[src/rtl/rhs_frame_packer.sv]
// rtl/rhs_frame_packer.sv - frames per-channel RHS2116 slot results into a 32-bit word stream
// Slot FIFO on the push side; a serializer emits header, frame count, sample words and trailer.
module rhs_frame_packer #(
  parameter int          NUM_CH     = 16,
  parameter int          FIFO_DEPTH = 4,
  parameter logic [31:0] MAGIC      = 32'hA55A_C3C3
) (
  input  logic         clk,
  input  logic         rstn,
  input  logic         enable,
  input  logic         in_valid,
  input  logic [7:0]   in_channel,
  input  logic [255:0] in_data,
  output logic         out_valid,
  input  logic         out_ready,
  output logic [31:0]  out_data,
  output logic         frame_done,
  output logic         overflow
);

  localparam int         AW       = $clog2(FIFO_DEPTH);
  localparam logic [8:0] LP_NCH   = 9'(NUM_CH);
  localparam logic [7:0] LP_LAST  = 8'(NUM_CH - 1);
  localparam logic [AW:0] LP_DEPTH = (AW+1)'(FIFO_DEPTH);

  typedef enum logic [2:0] {S_IDLE, S_HDR, S_CNT, S_DATA, S_TRL} state_t;

  // entry tag layout: {sof, eof, ovf, seq}
  logic [255:0]  r_mem_data [FIFO_DEPTH];
  logic [3:0]    r_mem_tag  [FIFO_DEPTH];
  logic [AW-1:0] r_wr_ptr, r_rd_ptr;
  logic [AW:0]   r_count;

  logic        r_synced, r_ovf_pend, r_seq_pend, r_enable_d, r_overflow;
  logic [7:0]  r_expected;

  state_t      r_state, w_state_n;
  logic [2:0]  r_k, w_k_n;
  logic        r_out_valid, w_out_valid_n;
  logic [31:0] r_out_data, w_out_data_n;
  logic [31:0] r_frame_cnt, w_frame_cnt_n;
  logic        r_frame_open, w_frame_open_n;
  logic [7:0]  r_rx_cnt, w_rx_cnt_n;
  logic        r_frame_done, w_frame_done_n;
  logic        w_pop;

  logic w_acc, w_is0, w_match, w_want, w_full, w_push, w_eof, w_fire;
  logic [AW-1:0] w_rd_nxt;
  logic [255:0]  w_head_data;
  logic [3:0]    w_head_tag;

  assign w_acc   = in_valid && enable && ({1'b0, in_channel} < LP_NCH);
  assign w_is0   = (in_channel == 8'd0);
  assign w_match = r_synced && !w_is0 && (in_channel == r_expected);
  assign w_want  = w_acc && (w_is0 || w_match);
  assign w_full  = (r_count == LP_DEPTH);
  assign w_push  = w_want && !w_full;
  assign w_eof   = !w_is0 && (in_channel == LP_LAST);
  assign w_fire  = r_out_valid && out_ready;

  assign w_rd_nxt    = r_rd_ptr + AW'(1);
  assign w_head_data = r_mem_data[r_rd_ptr];
  assign w_head_tag  = r_mem_tag[r_rd_ptr];

  always_ff @(posedge clk) begin
    if (w_push) begin
      r_mem_data[r_wr_ptr] <= in_data;
      r_mem_tag[r_wr_ptr]  <= {w_is0, w_eof, r_ovf_pend, r_seq_pend};
    end
  end

  // Decision point shared by IDLE, end of a data entry and end of a trailer.
  // After a pop it looks one entry ahead so back-to-back entries emit without bubbles.
  logic        w_dec, w_dec_avail;
  logic [3:0]  w_dec_tag;
  logic [31:0] w_dec_word;

  always_comb begin
    w_state_n      = r_state;
    w_k_n          = r_k;
    w_out_valid_n  = r_out_valid;
    w_out_data_n   = r_out_data;
    w_frame_cnt_n  = r_frame_cnt;
    w_frame_open_n = r_frame_open;
    w_rx_cnt_n     = r_rx_cnt;
    w_frame_done_n = 1'b0;
    w_pop          = 1'b0;
    w_dec          = 1'b0;
    w_dec_avail    = (r_count != '0);
    w_dec_tag      = w_head_tag;
    w_dec_word     = w_head_data[31:0];
    case (r_state)
      S_IDLE: w_dec = 1'b1;
      S_HDR: if (w_fire) begin
        w_state_n      = S_CNT;
        w_out_data_n   = r_frame_cnt;
        w_frame_cnt_n  = r_frame_cnt + 32'd1;
        w_frame_open_n = 1'b1;
        w_rx_cnt_n     = 8'd0;
      end
      S_CNT: if (w_fire) begin
        w_state_n    = S_DATA;
        w_k_n        = 3'd0;
        w_out_data_n = w_head_data[31:0];
      end
      S_DATA: if (w_fire) begin
        if (r_k != 3'd7) begin
          w_k_n        = r_k + 3'd1;
          w_out_data_n = w_head_data[{w_k_n, 5'b0} +: 32];
        end else begin
          w_pop      = 1'b1;
          w_rx_cnt_n = r_rx_cnt + 8'd1;
          if (w_head_tag[2]) begin
            w_state_n      = S_TRL;
            w_out_data_n   = {8'hEE, w_rx_cnt_n, 14'b0, 2'b00};
            w_frame_open_n = 1'b0;
          end else begin
            w_dec       = 1'b1;
            w_dec_avail = (r_count[AW:1] != '0);
            w_dec_tag   = r_mem_tag[w_rd_nxt];
            w_dec_word  = r_mem_data[w_rd_nxt][31:0];
          end
        end
      end
      S_TRL: if (w_fire) begin
        w_frame_done_n = 1'b1;
        w_dec          = 1'b1;
      end
      default: w_state_n = S_IDLE;
    endcase
    if (w_dec) begin
      w_k_n = 3'd0;
      if (!w_dec_avail) begin
        w_state_n     = S_IDLE;
        w_out_valid_n = 1'b0;
      end else if (w_dec_tag[3]) begin
        w_out_valid_n = 1'b1;
        if (r_frame_open) begin
          w_state_n      = S_TRL;
          w_out_data_n   = {8'hEE, w_rx_cnt_n, 14'b0, w_dec_tag[1:0]};
          w_frame_open_n = 1'b0;
        end else begin
          w_state_n    = S_HDR;
          w_out_data_n = MAGIC;
        end
      end else begin
        w_state_n     = S_DATA;
        w_out_valid_n = 1'b1;
        w_out_data_n  = w_dec_word;
      end
    end
  end

  always_ff @(posedge clk or negedge rstn) begin
    if (!rstn) begin
      r_state      <= S_IDLE;
      r_k          <= 3'd0;
      r_out_valid  <= 1'b0;
      r_out_data   <= 32'd0;
      r_frame_cnt  <= 32'd0;
      r_frame_open <= 1'b0;
      r_rx_cnt     <= 8'd0;
      r_frame_done <= 1'b0;
      r_wr_ptr     <= '0;
      r_rd_ptr     <= '0;
      r_count      <= '0;
      r_synced     <= 1'b0;
      r_expected   <= 8'd0;
      r_ovf_pend   <= 1'b0;
      r_seq_pend   <= 1'b0;
      r_enable_d   <= 1'b0;
      r_overflow   <= 1'b0;
    end else begin
      r_state      <= w_state_n;
      r_k          <= w_k_n;
      r_out_valid  <= w_out_valid_n;
      r_out_data   <= w_out_data_n;
      r_frame_cnt  <= w_frame_cnt_n;
      r_frame_open <= w_frame_open_n;
      r_rx_cnt     <= w_rx_cnt_n;
      r_frame_done <= w_frame_done_n;
      r_enable_d   <= enable;
      if (w_push) r_wr_ptr <= r_wr_ptr + AW'(1);
      if (w_pop)  r_rd_ptr <= w_rd_nxt;
      r_count <= r_count + (AW+1)'(w_push) - (AW+1)'(w_pop);
      if (w_acc) begin
        if (w_want && w_full) begin
          r_synced   <= 1'b0;
          r_ovf_pend <= 1'b1;
          r_overflow <= 1'b1;
        end else if (w_is0) begin
          r_synced   <= 1'b1;
          r_expected <= 8'd1;
          r_ovf_pend <= 1'b0;
          r_seq_pend <= 1'b0;
        end else if (w_match) begin
          r_expected <= r_expected + 8'd1;
          if (w_eof) r_synced <= 1'b0;
        end else if (r_synced) begin
          r_synced   <= 1'b0;
          r_seq_pend <= 1'b1;
        end
      end else if (r_enable_d && !enable && r_synced) begin
        r_synced   <= 1'b0;
        r_seq_pend <= 1'b1;
      end
    end
  end

  assign out_valid  = r_out_valid;
  assign out_data   = r_out_data;
  assign frame_done = r_frame_done;
  assign overflow   = r_overflow;

endmodule
[config.mk]
export PLATFORM = sky130hd
export DESIGN_NAME = rhs_frame_packer
export DESIGN_NICKNAME = d
export VERILOG_FILES = /design/src/rtl/rhs_frame_packer.sv
export SDC_FILE = /design/constraint.sdc
export NUM_CORES = 1
export LEC_CHECK = 0
export BUFFER_PORTS_ARGS = -buffer_cell sky130_fd_sc_hd__buf_2
export CORE_MARGIN = 4
export CORE_UTILIZATION = 58
export CTS_CLUSTER_SIZE = 30
export DETAILED_ROUTE_END_ITERATION = 8
export PLACE_DENSITY = 0.79
export SETUP_SLACK_MARGIN = 0.02
export SLEW_MARGIN = 40
export SYNTH_ARGS = -nofsm -noshare
export SYNTH_HDL_FRONTEND = slang
export SYNTH_SLANG_ARGS = --single-unit
[constraint.sdc]
create_clock -name clk -period 9.9 [get_ports clk]
set_input_delay 1.485 -clock clk [delete_from_list [all_inputs] [get_ports clk]]
set_output_delay 1.485 -clock clk [all_outputs]
set_load 0.02 [all_outputs]
==> results.ini, run 1 <==
[status]
status=complete, no violations

[global_route]
grt_pass1_vias=28440
overflow=0
use_met3_pct=7.700
antenna_found_initial=31
grt_max_degree=131
gr-usage-met2_pct=47.98
grt_pass1_wl_um=193100
gr-usage-met1_pct=41.46
grt_busiest_layer=met2
grt_use_total_pct=30.52

[timing]
finClkSkew_ns=0.02958
relSlewSlack_pct=40.14
hold_viol=0
finalCritPeriodShare_pct=48.28
slew_viol_final=0
fmax_mhz=209.2
setup_viol=0
tns_ns=0
tightestPinTransition_ns=0.8897
fin_crit_ns=4.780
rsz0062_at_grt=false

[worst_setup_path]
r2r_setup_slack_ns=5.12
critPathCaptureType=flop
cp_data_arrival_time_ns=5.32
r2r-end=out_data[11]$_DFF_PN0_
r2r-start=r_k[0]$_DFFE_PN0P_
startpoint_type=flop
critPathMaxFanout=60
rr_worst_depth=9
cp.required_ns=10.44
crit_type=reg2reg

[die]
core_um2=81850
die-area_um2=87060
rows=105
die_y_um=295.1
die_w_um=295.1
initial_core_util_pct=58.40
top_level_ports=304

[synthesis]
seq_area_frac_synth_pct=70.63
synthesis.instances=2700
yosysUniqueCellTypes=88
yosysMostFrequentCell=edfxtp_1
yosys-top-cells-area=edfxtp_1 65%, mux4_2 12%, dfrtp_1 5.3%
synthTopCellsByCount=1040 x edfxtp_1, 254 x mux4_2, 177 x nand2_1
yosys_warnings=0
synth.cell_area_um2=47800
yosys.area.top_type=edfxtp_1
ys.flop_type=edfxtp_1
async_flop_share_pct=8.852
ys_ff_latch=1141
synth_edf_count=1040
synth_area_per_cell_um2=17.70
synth_top_cell_area_share_pct=65.34
syn_nets=2982

[route]
avgRoutedWirePerCell_um=31.99
final_antenna_net_count=0
dr.pass1.iters=7
via_per_inst=6.790
vias=28320
wl_um=133400
drt-initial-drc-count=3813
drc=0

[place]
gp_congestion=0.9820
dpl.hpwl_um=85990
port_buffers=303

[hold_path]
worstHoldStart=overflow$_DFFE_PN0P_
hold_class=reg2reg
hold_depth=1
holdPathEnd=overflow$_DFFE_PN0P_

[power]
p_leak_nw=18.18
vdd_drop_max_v=0.0001660
p_per_area_nw_per_um2=235.8

[cells_and_area]
final_util_pct=66.06
area_growth_pct=13.13
n_fill_cell=5385
multi_input_area_um2=13150
fin_nets=3280
drive_above_1_share_pct=27.37
regArea_um2=33770

[clock_network]
cts_buffers=109
htree_num_levels=3
cts_root_buf=clkbuf_16
cts_hold_buf=0
numClockSinks=1141
clk_pin_slew_ns=0.07
ctsResizeCount=0
insertion_delay_ns=0.69
tritoncts=yes
cts_setup_buffers=0
ctsLongestPathBuffers=3

[job]
maxCapViolations=0

final cells by class:
cell class	count	area share [%]
clock buffers	131	5.276
clock inverters	62	1.180
multi-input cells	1368	24.32
flip-flops and latches	1141	62.45
diodes	20	0.09256
repair buffers	357	4.054
well taps	1070	2.476
inverters	21	0.1481
power breakdown:
part	internal [mW]	switching [mW]
sequential	5.35	0.201
clock	2.32	1.79
combinational	1.16	1.92
flip-flops by register name (all words and copies together) (netlist names), 2 cells and up:
| name | count |
|---|---|
| r_mem_data | 1024 |
| out_data | 32 |
| r_frame_cnt | 32 |
| r_mem_tag | 16 |
| r_expected | 8 |
| r_rx_cnt | 8 |
| r_count | 3 |
| r_k | 3 |
| r_state | 3 |
| r_rd_ptr | 2 |
| r_wr_ptr | 2 |
worst max path at each step:
stage                       startpoint                            to  slack [ns]  cells past startpoint
floorplan                in_channel[1]    r_mem_data[0][0]$_DFFE_PP_        0.39                      5
global placement         in_channel[0]   r_mem_data[3][26]$_DFFE_PP_        4.67                      9
detailed placement       in_channel[0]  r_mem_data[3][122]$_DFFE_PP_        4.63                      9
CTS                 r_k[0]$_DFFE_PN0P_        out_data[17]$_DFF_PN0_        5.17                      9
global route        r_k[0]$_DFFE_PN0P_        out_data[11]$_DFF_PN0_        5.08                      9
finish              r_k[0]$_DFFE_PN0P_        out_data[11]$_DFF_PN0_        5.12                      9
cells by family (layout without fill, tap and decap cells):
logic type	count (synthesis)	count (layout)	share of synthesized area [%]
other cells	0	20	0
mux	379	379	14.69
xor+xnor	48	48	0.8796
fa+ha+maj	13	13	0.3560
compound gates	432	432	6.393
flops	1141	1141	70.63
simple gates	496	496	5.050
buf+inv	191	571	2.005
critical path: stages (launching register included):
cell	delay, ns
dfrtp_4	0.77
ha_2	0.27
ha_1	0.52
nand3_1	0.56
or3_2	0.63
buf_4	0.38
o21ai_2	0.70
nor2_1	0.38
a22oi_1	0.29
nand4_1	0.11
metal layers:
| layer | share of wire (%) | vias up |
|---|---|---|
| li1 | - | 11710 |
| met1 | 37 | 14600 |
| met2 | 48 | 1659 |
| met3 | 10 | 319 |
| met4 | 4.6 | 28 |
| met5 | 0.14 | - |
through the flow:
stage                     power, mW  setup slack, ns  instance area [µm²]  cells  hold slack (ns)
after floorplan               7.528           0.3931                47800   2700           0.4464
after global placement        8.577            4.668                50250   3947           0.4572
after detailed placement      8.633            4.634                50410   3953           0.4547
after CTS                     12.71            5.172                53900   4146           0.4690
after global routing          13.16            5.081                54040   4156           0.4864
final                         12.75            5.120                54070   4170           0.4665
cells in the final DEF (no fill, tap or decap), types with 22 or more instances in the layout:
| cell type | instances |
|---|---|
| edfxtp_1 | 1040 |
| mux2_2 | 39 |
| nand2_1 | 177 |
| buf_4 | 33 |
| nor2_1 | 73 |
| xnor2_1 | 31 |
| a31oi_1 | 23 |
| mux2i_1 | 86 |
| o22ai_1 | 40 |
| buf_2 | 302 |
| a21oi_1 | 59 |
| nand3_1 | 50 |
| o221ai_1 | 38 |
| nor3_1 | 52 |
| and3_1 | 27 |
| clkbuf_16 | 111 |
| clkinv_1 | 22 |
| mux4_2 | 254 |
| o21ai_0 | 77 |
| dfrtp_1 | 98 |
No activity file was read; power rests on OpenSTA's default activity.
==> run 2, diff against run 1 <==
--- a/config.mk
+++ b/config.mk
@@ -7,10 +7,10 @@
 export LEC_CHECK = 0
 export BUFFER_PORTS_ARGS = -buffer_cell sky130_fd_sc_hd__buf_2
 export CORE_MARGIN = 4
-export CORE_UTILIZATION = 58
+export CORE_UTILIZATION = 55
 export CTS_CLUSTER_SIZE = 30
 export DETAILED_ROUTE_END_ITERATION = 8
-export PLACE_DENSITY = 0.79
+export PLACE_DENSITY = 0.78
 export SETUP_SLACK_MARGIN = 0.02
 export SLEW_MARGIN = 40
 export SYNTH_ARGS = -nofsm -noshare
==> constraint.sdc (replaced) <==
create_clock -name clk -period 4.1 [get_ports clk]
set_input_delay 0.615 -clock clk [delete_from_list [all_inputs] [get_ports clk]]
set_output_delay 0.615 -clock clk [all_outputs]
set_load 0.02 [all_outputs]
==> run 2 against run 1 <==
Register-to-register slack lost 4.4 ns. Combinational power grew to 2.5 times the previous value. Sequential cell count is the same. Highest routed layer unchanged. Utilization shrank 1.9 points. Critical endpoint is now out_data[29]$_DFF_PN0_. Setup slack lost 4.4 ns. Clock skew shrank 0.0035 ns. Sequential share of layout area shrank 1.0 points.
==> results.ini, run 2 (synthesized netlist as in run 1, its figures left out) <==
[status]
status=complete, no violations

[worst_setup_path]
critPathCaptureType=flop
critPathMaxFanout=108
cp_data_arrival_time_ns=3.92
startpoint_type=flop
cp.required_ns=4.68
crit_type=reg2reg

[place]
port_buffers=303
dpl.hpwl_um=93910
placedCellCount=4096
gp_congestion=1.063
pre_cts_slack_ns=0.7495
placed_area_um2=51300

[die]
initial_core_util_pct=55.78
die_w_um=302.8
rows=107
die_y_um=302.8
core_um2=85680
top_level_ports=304
die-area_um2=91680

[power]
internal_power_mw=21.74
comb_power_share_pct=24.8
power_frac_clock_pct=32.6
swShare_pct=30.55
vdd_drop_max_v=0.0004000
power_frac_seq_pct=42.6
power.total_mw=31.30
p_switching_mw=9.564
p_leak_nw=18.60
p_per_area_nw_per_um2=569.4

[cells_and_area]
multi_input_area_um2=13110
largest-register=r_mem_data
area_growth_pct=15.02
n_fill_cell=5817
mostFrequentLayoutCells=1040 x edfxtp_1, 302 x buf_2, 254 x mux4_2
finalNonFillerCells=4317
fin_area_um2=54970
drive_above_1_share_pct=28.53
layout.cells.most_common=edfxtp_1
largest_register_ffs=1024
fin_nets=3348
regArea_um2=33770

[clock_network]
tritoncts=yes
numClockSinks=1141
cts_hold_buf=0
ctsLongestPathBuffers=3
cts_buffers=111
cts_root_buf=clkbuf_16
cts_setup_buffers=0
htree_num_levels=3
insertion_delay_ns=0.70
clk_pin_slew_ns=0.06
ctsResizeCount=0

[hold_path]
hold_class=in2reg

[route]
final_antenna_net_count=0
routed-wl-met3_um=16300
vias=29160
wl_met2_um=65130
dr.pass1.iters=8
top_layer=met5
wl_met1_um=49340
drt-initial-drc-count=4062
wl_um=138300
drc=0
avgRoutedWirePerCell_um=32.05
via_per_inst=6.754

[global_route]
grt_use_total_pct=30.35
overflow=0
antenna_found_initial=34
grt_pass1_vias=29320
grt_max_degree=109
grt_pass1_wl_um=201000

[timing]
fin_ws_ns=0.7576
fmax_mhz=299.2
tns_ns=0
finalCritPeriodShare_pct=81.52
tightestPinTransition_ns=0.8504
slew_viol_final=0
relSlewSlack_pct=42.97
rsz0062_at_grt=false
fin_crit_ns=3.342
hold_viol=0
finClkSkew_ns=0.02612
setup_viol=0

[job]
maxCapViolations=0

-- run 2: cell types whose count changed in the layout (fill, tap and decap cells not counted), moves of 4 or more --
cell / delta
buf_4: +46
buf_12: +29
clkbuf_1: +12
clkinv_2: -10
buf_16: -6
buf_6: -4
inv_6: +4
-- run 2: power groups by stage --
stage	sequential, mW	clock, mW	combinational [mW]
floorplan	13.6	0	4.62
global placement	13.5	0	7.43
detailed placement	13.5	0	7.51
CTS	13.3	10.3	7.56
global route	13.3	10.8	8.06
finish	13.3	10.2	7.77
-- run 2: cell type report --
class                   count  share of cell area [%]
inverters                  21                  0.1479
clock buffers             145                   5.362
well taps                1144                   2.604
flip-flops and latches   1141                   61.43
multi-input cells        1368                   23.85
diodes                     18                 0.08194
clock inverters            57                   1.218
repair buffers            423                   5.308
-- run 2: final timing paths --
check | startpoint | to | slack (ns) | depth (start not counted)
min in group asynchronous | rstn | r_rd_ptr[1]$_DFFE_PN0P_ | 0.46 | 2
worst min register to register | overflow$_DFFE_PN0P_ | overflow$_DFFE_PN0P_ | 0.48 | 1
worst min-delay path | enable | r_enable_d$_DFF_PN0_ | 0.09 | 1
max in group asynchronous | rstn | out_data[6]$_DFF_PN0_ | 2.89 | 3
worst max-delay path | r_k[0]$_DFFE_PN0P_ | out_data[29]$_DFF_PN0_ | 0.76 | 8
worst max register to register | r_k[0]$_DFFE_PN0P_ | out_data[29]$_DFF_PN0_ | 0.76 | 8
-- run 2: stage by stage --
step / hold WS (ns) / util (%)
finish: 0.08933 / 64.16
floorplan: 0.3194 / -
detailed placement: 0.4747 / 59.87
global placement: 0.4523 / 59.86
CTS: 0.002775 / 64.09
global route: 0.07013 / 64.13
-- run 2: critical path, cell delays in order (launching register included) --
cell,delay [ns]
dfrtp_4,0.49
buf_12,0.30
inv_4,0.45
buf_4,0.39
mux2_2,0.45
a22oi_1,0.39
o2111ai_1,0.26
a211oi_1,0.32
nor2_1,0.07
-- run 2: metal layers --
metal,global-route usage (%),vias to the layer above
li1,-,11860
met1,40.05,14880
met2,47.16,1964
met3,9.202,428
met4,13.78,28
met5,0,-
